### config.mk
export PLATFORM = sky130hd
export DESIGN_NAME = wptr_full
export DESIGN_NICKNAME = d
export VERILOG_FILES = /design/src/rtl/wptr_full.sv
export SDC_FILE = /design/constraint.sdc
export NUM_CORES = 1
export LEC_CHECK = 0
export ABC_AREA = 1
export BUFFER_PORTS_ARGS = -buffer_cell sky130_fd_sc_hd__buf_2
export CAP_MARGIN = 20
export CORE_MARGIN = 5
export CORE_UTILIZATION = 57
export CTS_BUF_LIST = sky130_fd_sc_hd__clkbuf_4 sky130_fd_sc_hd__clkbuf_8
export DETAILED_ROUTE_END_ITERATION = 7
export GPL_TIMING_DRIVEN = 1
export MAX_ROUTING_LAYER = met4
export PLACE_DENSITY = 0.86
export SLEW_MARGIN = 20
export SYNTH_ARGS = -nofsm -noshare
export SYNTH_HDL_FRONTEND = slang
export SYNTH_SLANG_ARGS = --single-unit
### constraint.sdc
create_clock -name wclk -period 3.11 [get_ports wclk]
set_input_delay 0 -clock wclk [delete_from_list [all_inputs] [get_ports wclk]]
set_output_delay 0 -clock wclk [all_outputs]
set_load 0.01 [all_outputs]
### src/rtl/wptr_full.sv
// FIFO write-side pointer, full/almost-full flags and occupancy.
// Optional overflow detection: define WPTR_OVF_DET_EN.
module wptr_full #(
  parameter int ADDRSIZE    = 4,
  parameter int AFULL_LEVEL = 12
) (
  input  logic                wclk,
  input  logic                wrst_n,
  input  logic                winc,
  input  logic [ADDRSIZE:0]   wq2_rptr,
  input  logic                wovf_clr,
  output logic [ADDRSIZE-1:0] waddr,
  output logic [ADDRSIZE:0]   wptr,
  output logic                wfull,
  output logic                walmost_full,
  output logic [ADDRSIZE:0]   wlevel,
  output logic                wovf
);

  localparam int PW = ADDRSIZE + 1;
  localparam logic [ADDRSIZE:0] AFULL_L = PW'(AFULL_LEVEL);

  logic [ADDRSIZE:0] wbin;
  logic [ADDRSIZE:0] wbinnext;
  logic [ADDRSIZE:0] wgraynext;
  logic [ADDRSIZE:0] rbin_s;
  logic [ADDRSIZE:0] full_cmp;
  logic [ADDRSIZE:0] level_next;
  logic              wpush;
  logic              wfull_next;
  logic              wafull_next;

  // A write is accepted only while not full.
  assign wpush = winc & ~wfull;

  // Next binary and Gray write pointer.
  always_comb begin
    wbinnext  = wbin + PW'(wpush);
    wgraynext = (wbinnext >> 1) ^ wbinnext;
  end

  // Gray-to-binary of the synchronized read pointer.
  always_comb begin
    rbin_s = '0;
    for (int i = 0; i <= ADDRSIZE; i++) begin
      rbin_s[i] = ^(wq2_rptr >> i);
    end
  end

  // Full when pointers differ only in the two MSBs (Gray form).
  always_comb begin
    full_cmp    = {~wq2_rptr[ADDRSIZE:ADDRSIZE-1],
                   wq2_rptr[ADDRSIZE-2:0]};
    wfull_next  = (wgraynext == full_cmp);
    level_next  = wbinnext - rbin_s;
    wafull_next = (level_next >= AFULL_L);
  end

  assign waddr = wbin[ADDRSIZE-1:0];

  // Pointer, flag and level registers.
  always_ff @(posedge wclk or negedge wrst_n) begin
    if (!wrst_n) begin
      wbin         <= '0;
      wptr         <= '0;
      wfull        <= 1'b0;
      walmost_full <= 1'b0;
      wlevel       <= '0;
    end else begin
      wbin         <= wbinnext;
      wptr         <= wgraynext;
      wfull        <= wfull_next;
      walmost_full <= wafull_next;
      wlevel       <= level_next;
    end
  end

`ifdef WPTR_OVF_DET_EN
  logic ovf_q;

  // Sticky overflow; a set wins over a same-cycle clear.
  always_ff @(posedge wclk or negedge wrst_n) begin
    if (!wrst_n) begin
      ovf_q <= 1'b0;
    end else if (winc && wfull) begin
      ovf_q <= 1'b1;
    end else if (wovf_clr) begin
      ovf_q <= 1'b0;
    end
  end

  assign wovf = ovf_q;
`else
  logic unused_ovf_clr;

  assign unused_ovf_clr = wovf_clr;
  assign wovf           = 1'b0;
`endif

endmodule
==> results of run 1 <==
[cell families (layout without fill, tap and decap cells)]
logic type	after synthesis	in the layout
AND/OR/NAND/NOR	58	58
adder cells (fa/ha/maj)	6	6
AO/OA/AOI/OAI	1	1
other	1	1
flip-flops	16	16
XOR/XNOR	12	12
buffers and inverters	21	48
[per-layer routing]
metal	vias to the layer above	share of wire [%]	track usage (%)
li1	402	-	-
met1	354	43	19.4
met2	33	45	27.6
met3	6	8.9	4.73
met4	0	3.1	9.36
met5	-	0	-
[placed cells by master (no fill, tap or decap), types with 2 or more instances in the layout]
master,count
xnor2_1,2
nand2_1,40
ha_1,6
nor2_1,3
buf_2,23
dfrtp_1,16
inv_1,19
xor2_1,9
nand3_1,9
clkbuf_4,3
[area by class of cell]
| class | instances | area (µm²) | share of cell area, % |
|---|---|---|---|
| flip-flops and latches | 16 | 400 | 36.4 |
| well taps | 16 | 20.0 | 1.82 |
| repair buffers | 24 | 125 | 11.4 |
| multi-input cells | 78 | 444 | 40.3 |
| inverters | 20 | 75.1 | 6.82 |
| clock buffers | 4 | 36.3 | 3.30 |
[state kept, by name (all words and copies together), names as in the netlist]
name          count
wptr              4
wlevel            5
walmost_full      1
wfull             1
wbin              5
[cells in the mapped netlist, drive strengths merged]
library cell and instances:
xnor2 3, inv 20, nand2 41, nor2 3
a21oi 1, dfrtp 16, xor2 9, nor3 1
nand3 10, ha 6, conb 1, and2 1
nand3b 1, buf 1, nand4 1
[per-stage QoR]
step / worst slack (ps) / utilization, % / std cells / total power, mW
after floorplan: 1110 / - / 115 / 0.937
final: 921 / 72.2 / 158 / 1.32
after CTS: 930 / 72.2 / 158 / 1.31
after detailed placement: 949 / 69.2 / 153 / 1.17
after global placement: 1010 / 69.2 / 153 / 1.13
after global routing: 701 / 72.2 / 158 / 1.44
[power groups by stage]
| stage | registers, mW | clock network (mW) | logic [mW] |
|---|---|---|---|
| after detailed placement | 0.378 | 0 | 0.793 |
| final | 0.372 | 0.139 | 0.806 |
| after CTS | 0.373 | 0.140 | 0.801 |
| after floorplan | 0.434 | 0 | 0.503 |
| after global routing | 0.387 | 0.152 | 0.900 |
| after global placement | 0.372 | 0 | 0.753 |
[how the worst min path moves through the flow]
| stage | depth (start not counted) | endpoint |
|---|---|---|
| 5_1_grt | 5 | wfull$_DFF_PN0_ |
| 3_3_place_gp | 1 | wptr[2]$_DFF_PN0_ |
| 6_report | 5 | wfull$_DFF_PN0_ |
| 4_1_cts | 5 | wfull$_DFF_PN0_ |
| 3_5_place_dp | 1 | wptr[3]$_DFF_PN0_ |
| 2_1_floorplan | 0 | walmost_full$_DFF_PN0_ |
[timing repair]
action / CTS / global route
setup endpoints to repair: 0 / 0
hold endpoints to repair: 16 / 0
hold buffers: 1 / 0
[worst max-delay path: cells and delay by family, from the launching register on]
| kind | cells | cell delay, ps |
|---|---|---|
| flip-flops | 1 | 390 |
| adder cells (fa/ha/maj) | 3 | 760 |
| buffers and inverters | 2 | 150 |
| AND/OR/NAND/NOR | 8 | 790 |
==> run summary, run 1 <==
Clock Skews -> 4.15 ps
Clock Power Share -> 10.6%
CTS Buffer Depth -> 2
Hold Crit Start -> wq2_rptr[2]
Flop pwr share -> 28.3%
number of detailed-route iterations in the first pass -> 4
switching share of power -> 46.7%
fin nets -> 158
row cnt -> 14
largest net degree at the start of global routing -> 17
CP cell instances -> nor2_1 > ha_1 > ha_1 > nand2_1 > nand2_1 > inv_2 > ha_1 > inv_1 > nor2_1 > nand3_1 > nand2_1 > nand2_1 > and2_1
fin. max-slew vios -> 0
crit path launch type -> flop
largest family of logic cells by synthesized area -> simple AND/OR/NAND/NOR gates
Reg2Reg Setup Slack -> 920 ps
RSZ-0062 raised after global routing -> false
Mapped Nets -> 130
Tot GR Track Use -> 17.3%
adder-cell share of the synthesized area -> 8.10%
Leak -> 0.657 nW
Comb pwr share -> 61.2%
arrival time worst endpoint -> 2380 ps
XOR/XNOR Fraction of Synth Area -> 12.1%
mux contribution to synthesized area -> 0%
# setup viols final -> 0
cell mode on critical path -> nand2_1
CP max FO -> 4
final WL -> 1880 µm
syn_area_per_cell -> 8.06 µm²
Cell Int Power -> 0.702 mW
antenna viol nets, final -> 0
# fillers -> 122
P per Cell Area -> 1200 nW/µm²
Setup Fix Bufs, Post-CTS -> 0
starting density of the core -> 60.8%
setup TNS -> 0 ps
PortBufs -> 23
Post-DP Area -> 1050 µm²
Num CTS Buffers -> 3
Core Region -> 1520 µm²
minimum clock period after layout -> 2190 ps
post-cts gate resize count -> 0
Tcrit/Tclk final -> 70.4%
share of post-route cells with drive strength above 1 -> 21.8%
Min-Delay Path Class -> in2reg
register area share after synthesis -> 43.2%
Crit Path Class -> reg2reg
CP startpoint -> wfull$_DFF_PN0_
Worst-path clk slew -> 90 ps
#FFs+latches synth -> 16
top cells by area, synth -> dfrtp_1 43%, nand2_1 16%, xor2_1 8.5%, ha_1 8.1%, inv_1 7.7%
Ports -> 26
WL per Instance -> 11.9 µm
DRC violations left -> 0
Sink Count -> 16
first-pass GRT wire length -> 3250 µm
htree depth -> 1
outcome -> finished, final reports clean
Compound-Gate Fraction of Synth Area -> 0.540%
Min Hold Slack -> 60.6 ps
drt via density -> 5.03
GR Overflow Total -> 0
required time of the critical path -> 3300 ps
area leader, netlist -> dfrtp_1
R2R Path End -> wlevel[3]$_DFF_PN0_
R2R depth -> 13
final hold violation count -> 0
die area -> 2530 µm²
number of global-route vias before repair -> 776
reg2reg start -> wfull$_DFF_PN0_
slowest cell on the critical path -> dfrtp_1
cell area after layout -> 1100 µm²
max-capacitance violation count -> 0
Peak VDD IR -> 0.623 mV
antenna violations before repair -> 0
synthesis warning total -> 0
Setup crit end kind -> flop
post-DP HPWL -> 1490 µm
crit path capture -> wlevel[3]$_DFF_PN0_
GPL Wtd Cong -> 0.859
area grow syn2layout -> 18.8%
simple logic cell fraction of the synthesized area -> 26.7%
Via Count -> 795
ant diodes -> 0
latest clock arrival within the worst-skew pair -> 290 ps
post-synthesis cell count -> 115
Die Y -> 50.3 µm
post-synth top area share -> 43.2%
f_max -> 457 MHz
clock root cell -> clkbuf_4
Crit path largest cell delay -> 390 ps
Mapped Area -> 927 µm²
die width -> 50.3 µm
CTS tree -> built
switching power -> 0.616 mW
Yosys cell types -> 19
DR iter-0 viols -> 18
Note: power is estimated with default switching activity, not from simulation.
==> inputs of run 2 (changes only) <==
--- a/config.mk
+++ b/config.mk
@@ -9,12 +9,12 @@
 export BUFFER_PORTS_ARGS = -buffer_cell sky130_fd_sc_hd__buf_2
 export CAP_MARGIN = 20
 export CORE_MARGIN = 5
-export CORE_UTILIZATION = 57
+export CORE_UTILIZATION = 53
 export CTS_BUF_LIST = sky130_fd_sc_hd__clkbuf_4 sky130_fd_sc_hd__clkbuf_8
 export DETAILED_ROUTE_END_ITERATION = 7
 export GPL_TIMING_DRIVEN = 1
 export MAX_ROUTING_LAYER = met4
-export PLACE_DENSITY = 0.86
+export PLACE_DENSITY = 0.81
 export SLEW_MARGIN = 20
 export SYNTH_ARGS = -nofsm -noshare
 export SYNTH_HDL_FRONTEND = slang
==> constraint.sdc (replaced) <==
create_clock -name wclk -period 2.3 [get_ports wclk]
set_input_delay 0 -clock wclk [delete_from_list [all_inputs] [get_ports wclk]]
set_output_delay 0 -clock wclk [all_outputs]
set_load 0.01 [all_outputs]
==> run 2 against run 1 <==
Net effect: hold slack better by 29 ps; utilization down 6.8 points; wire length is 7.6% lower; global-route usage is 1.4 points lower; count of clock-buffer cells in the layout stayed put; sequential cell count unchanged; maximum frequency rose by 2.9%; sequential power is 35% higher; largest cell class unchanged; via count down 2.8%; setup slack lost 750 ps; critical path depth unchanged.
==> run summary, run 2 (same netlist as run 1, synthesis figures left out) <==
number of detailed-route iterations in the first pass -> 5
max-capacitance violation count -> 0
row cnt -> 15
area grow syn2layout -> 19.2%
largest net degree at the start of global routing -> 17
Clock Skews -> 4.11 ps
htree depth -> 1
share of post-route cells with drive strength above 1 -> 22.5%
latest clock arrival within the worst-skew pair -> 280 ps
GPL Wtd Cong -> 0.827
met2 wire len -> 917 µm
number of global-route vias before repair -> 751
Via Count -> 773
Core Region -> 1690 µm²
fin nets -> 158
Leak -> 0.656 nW
CP max FO -> 4
Sink Count -> 16
Ports -> 26
Peak VDD IR -> 0.586 mV
Num CTS Buffers -> 3
die width -> 51.8 µm
Met3 Wirelength -> 92 µm
PortBufs -> 23
arrival time worst endpoint -> 2300 ps
# setup viols final -> 0
starting density of the core -> 54.9%
Die Y -> 51.8 µm
ant diodes -> 0
outcome -> finished, final reports clean
required time of the critical path -> 2480 ps
Min-Delay Path Class -> in2reg
slowest cell on the critical path -> dfrtp_1
fin. max-slew vios -> 0
most frequent cells in the layout -> 40 x nand2_1, 23 x buf_2, 19 x inv_1
Setup Fix Bufs, Post-CTS -> 0
RSZ-0062 raised after global routing -> false
Crit Path Class -> reg2reg
Tot GR Track Use -> 15.9%
antenna violations before repair -> 0
drt via density -> 4.86
DRC violations left -> 0
Crit path largest cell delay -> 380 ps
first-pass GRT wire length -> 3110 µm
met1 WL -> 690 µm
DR iter-0 viols -> 14
Place WS -> 164 ps
final hold violation count -> 0
clock root cell -> clkbuf_4
Setup crit end kind -> flop
final WL -> 1740 µm
max layer used -> met4
cell mode on critical path -> nand2_1
largest registers -> wbin x5, wlevel x5, wptr x4
die area -> 2690 µm²
CTS tree -> built
commonest non-fill, non-tap cell in the layout -> nand2_1
Tot Pwr -> 1.76 mW
post-DP HPWL -> 1420 µm
minimum clock period after layout -> 2130 ps
Worst-path clk slew -> 90 ps
antenna viol nets, final -> 0
final setup margin -> 173 ps
Tcrit/Tclk final -> 92.5%
GR Overflow Total -> 0
WL per Instance -> 10.9 µm
setup TNS -> 0 ps
CTS Buffer Depth -> 2
CP cell instances -> nor2_1 > ha_1 > ha_2 > nand2_1 > nand2_1 > inv_2 > ha_1 > inv_1 > nor2_1 > nand3_1 > nand2_1 > nand2_1 > and2_1
P per Cell Area -> 1590 nW/µm²
f_max -> 470 MHz
crit path launch type -> flop
## run 2: changes by cell type in the layout (fill, tap and decap cells not counted)
| cell | delta |
|---|---|
| ha_1 | -1 |
| ha_2 | +1 |
## run 2: worst max-delay path: cells and delay by family (launching register included)
kind / cells / cell delay (ps)
fa+ha+maj: 3 / 750
buf+inv: 2 / 160
flops: 1 / 380
simple gates: 8 / 740
## run 2: stage by stage
| step | cells | hold slack (ps) | instance area (µm²) | utilization, % |
|---|---|---|---|---|
| after floorplan | 115 | -296 | 927 | - |
| final | 159 | 89.3 | 1100 | 65.4 |
| after CTS | 159 | 83.5 | 1100 | 65.3 |
| after global routing | 159 | 134 | 1100 | 65.4 |
| after detailed placement | 154 | -73.5 | 1060 | 62.5 |
| after global placement | 154 | -87.5 | 1060 | 62.5 |
## run 2: layer usage
| metal | track usage, % | up-vias |
|---|---|---|
| li1 | - | 399 |
| met1 | 16.8 | 347 |
| met2 | 27.6 | 23 |
| met3 | 2.87 | 4 |
| met4 | 8.73 | 0 |
| met5 | - | - |
## run 2: timing repair
| item | 4_1_cts | 5_1_grt |
|---|---|---|
| resized for setup | 0 | 1 |
| setup endpoints to repair | 0 | 2 |
| hold buffers | 1 | 0 |
| endpoints found under the hold margin | 16 | 0 |
## run 2: area by class of cell
cell class | count | area [µm²]
repair buffers | 24 | 125
multi-input cells | 78 | 447
clock buffers | 4 | 36.3
inverters | 20 | 75.1
flip-flops and latches | 16 | 400
fillers | 133 | 584
well taps | 17 | 21.3
## run 2: path summary, 6_finish.rpt
| path | startpoint | cells past startpoint | end | slack, ps |
|---|---|---|---|---|
| min in group asynchronous | wrst_n | 2 | wlevel[2]$_DFF_PN0_ | 160 |
| worst max-delay path | wfull$_DFF_PN0_ | 13 | wlevel[3]$_DFF_PN0_ | 170 |
| max in group asynchronous | wrst_n | 2 | wptr[1]$_DFF_PN0_ | 1900 |
| worst min register to register | wbin[4]$_DFF_PN0_ | 2 | wbin[4]$_DFF_PN0_ | 570 |
| worst min-delay path | wq2_rptr[2] | 5 | wfull$_DFF_PN0_ | 90 |
| worst max register to register | wfull$_DFF_PN0_ | 13 | wlevel[3]$_DFF_PN0_ | 170 |
## run 2: report_power, final
part	leakage, nW	internal [mW]	switching, mW
Clock	0.0210	0.0963	0.0809
Sequential	0.188	0.435	0.0683
Combinational	0.446	0.422	0.657
Total	0.656	0.953	0.806
==> inputs of run 3 (changes only) <==
--- a/config.mk
+++ b/config.mk
@@ -6,7 +6,7 @@
 export NUM_CORES = 1
 export LEC_CHECK = 0
 export ABC_AREA = 1
-export BUFFER_PORTS_ARGS = -buffer_cell sky130_fd_sc_hd__buf_2
+export BUFFER_PORTS_ARGS = -buffer_cell sky130_fd_sc_hd__clkbuf_2
 export CAP_MARGIN = 20
 export CORE_MARGIN = 5
 export CORE_UTILIZATION = 53
==> run 3 against run 2 <==
Net effect: utilization grew 0.89 points; sequential power up 2%; maximum frequency up 1.5%.
==> run summary, run 3 (same netlist as run 1, synthesis figures left out) <==
GR Overflow Total -> 0
setup TNS -> 0 ps
Flop pwr share -> 28.3%
die area -> 2690 µm²
drt via density -> 4.94
first-pass GRT wire length -> 3080 µm
largest net degree at the start of global routing -> 17
arrival time worst endpoint -> 2280 ps
post-DP HPWL -> 1440 µm
Sink Count -> 16
Post-DP Area -> 1060 µm²
Worst-path clk slew -> 90 ps
row cnt -> 15
non-filler cells, final -> 159
WL per Instance -> 11.5 µm
antenna viol nets, final -> 0
share of post-route cells with drive strength above 1 -> 23.9%
starting density of the core -> 54.9%
final core utilization -> 66.3%
outcome -> finished, final reports clean
commonest non-fill, non-tap cell in the layout -> nand2_1
GPL Wtd Cong -> 0.828
Clock Skews -> 2.78 ps
number of detailed-route iterations in the first pass -> 4
Die Y -> 51.8 µm
Clock Power Share -> 10.1%
CTS Buffer Depth -> 2
final hold violation count -> 0
Tcrit/Tclk final -> 91.1%
P per Cell Area -> 1610 nW/µm²
switching power -> 0.831 mW
die width -> 51.8 µm
CP max FO -> 6
PortBufs -> 23
htree depth -> 1
RSZ-0062 raised after global routing -> false
Comb pwr share -> 61.6%
latest clock arrival within the worst-skew pair -> 280 ps
final setup margin -> 205 ps
Core Region -> 1690 µm²
area grow syn2layout -> 20.8%
Place WS -> 155 ps
Cell Int Power -> 0.971 mW
Tot Pwr -> 1.80 mW
Crit Path Class -> reg2reg
Min-Delay Path Class -> in2reg
crit path launch type -> flop
cell area after layout -> 1120 µm²
Min Hold Slack -> 69.5 ps
antenna violations before repair -> 0
fin nets -> 158
CTS tree -> built
final WL -> 1830 µm
ant diodes -> 0
DR iter-0 viols -> 7
Placed Instances -> 154
Tot GR Track Use -> 15.8%
Via Count -> 786
number of global-route vias before repair -> 743
fin. max-slew vios -> 0
required time of the critical path -> 2480 ps
Setup crit end kind -> flop
most frequent cells in the layout -> 40 x nand2_1, 23 x clkbuf_2, 19 x inv_1
f_max -> 477 MHz
Num CTS Buffers -> 3
Peak VDD IR -> 0.631 mV
minimum clock period after layout -> 2090 ps
max-capacitance violation count -> 0
Leak -> 0.658 nW
clock root cell -> clkbuf_4
# setup viols final -> 0
Ports -> 26
largest registers -> wbin x5, wlevel x5, wptr x4
Setup Fix Bufs, Post-CTS -> 0
# fillers -> 139
switching share of power -> 46.1%
DRC violations left -> 0
==> run 3: cell types whose count changed in the layout (fill, tap and decap cells not counted), sizes merged <==
cell	previous run	this run
buf	23	0
clkbuf	4	27
==> run 3: routing by layer <==
layer  vias up  GRT usage (%)  part of all wire (%)
met5         -              -                     0
met4         0           6.55                   2.1
met3         5           2.01                   3.2
met2        16           28.5                    49
met1       366           17.4                    45
li1        399              -                     -
==> run 3: power groups by stage <==
stage / Combinational, mW / Sequential, mW / Clock, mW
3_3_place_gp: 1.02 / 0.509 / 0
6_report: 1.11 / 0.511 / 0.182
5_1_grt: 1.25 / 0.529 / 0.200
2_1_floorplan: 0.680 / 0.587 / 0
4_1_cts: 1.08 / 0.512 / 0.182
3_5_place_dp: 1.06 / 0.518 / 0
==> run 3: area by class of cell <==
class	instances	area (µm²)	share of cell area, %
clock buffer	4	36.3	3.24
inverter	20	75.1	6.70
multi-input combinational	78	462	41.2
sequential	16	400	35.8
tap	17	21.3	1.90
timing repair buffer	24	125	11.2
==> run 3: critical path, stage by stage, from the launching register on <==
cell and delay [ps]:
dfrtp_1 390, nor2_1 110, ha_2 200, ha_2 320, inv_1 90, nand3_1 100
nand2_1 80, inv_1 40, ha_1 180, inv_1 70, nand2_1 70, nand3_1 100
nand3b_1 80, nand2_1 90, nand2_1 60
==> run 3: final timing paths <==
kind / from / end / slack (ps) / depth (start not counted)
max: wfull$_DFF_PN0_ / walmost_full$_DFF_PN0_ / 210 / 14
min: wq2_rptr[2] / wfull$_DFF_PN0_ / 70 / 5
max reg2reg: wfull$_DFF_PN0_ / walmost_full$_DFF_PN0_ / 210 / 14
min reg2reg: wbin[0]$_DFF_PN0_ / wbin[0]$_DFF_PN0_ / 580 / 1
max in group asynchronous: wrst_n / wptr[1]$_DFF_PN0_ / 1860 / 2
min in group asynchronous: wrst_n / wlevel[2]$_DFF_PN0_ / 170 / 2
==> run 3: what timing repair did <==
action / CTS / global route
resized for setup: 0 / 3
hold endpoints to repair: 16 / 0
hold buffers: 1 / 0
endpoints found under the setup margin: 0 / 2
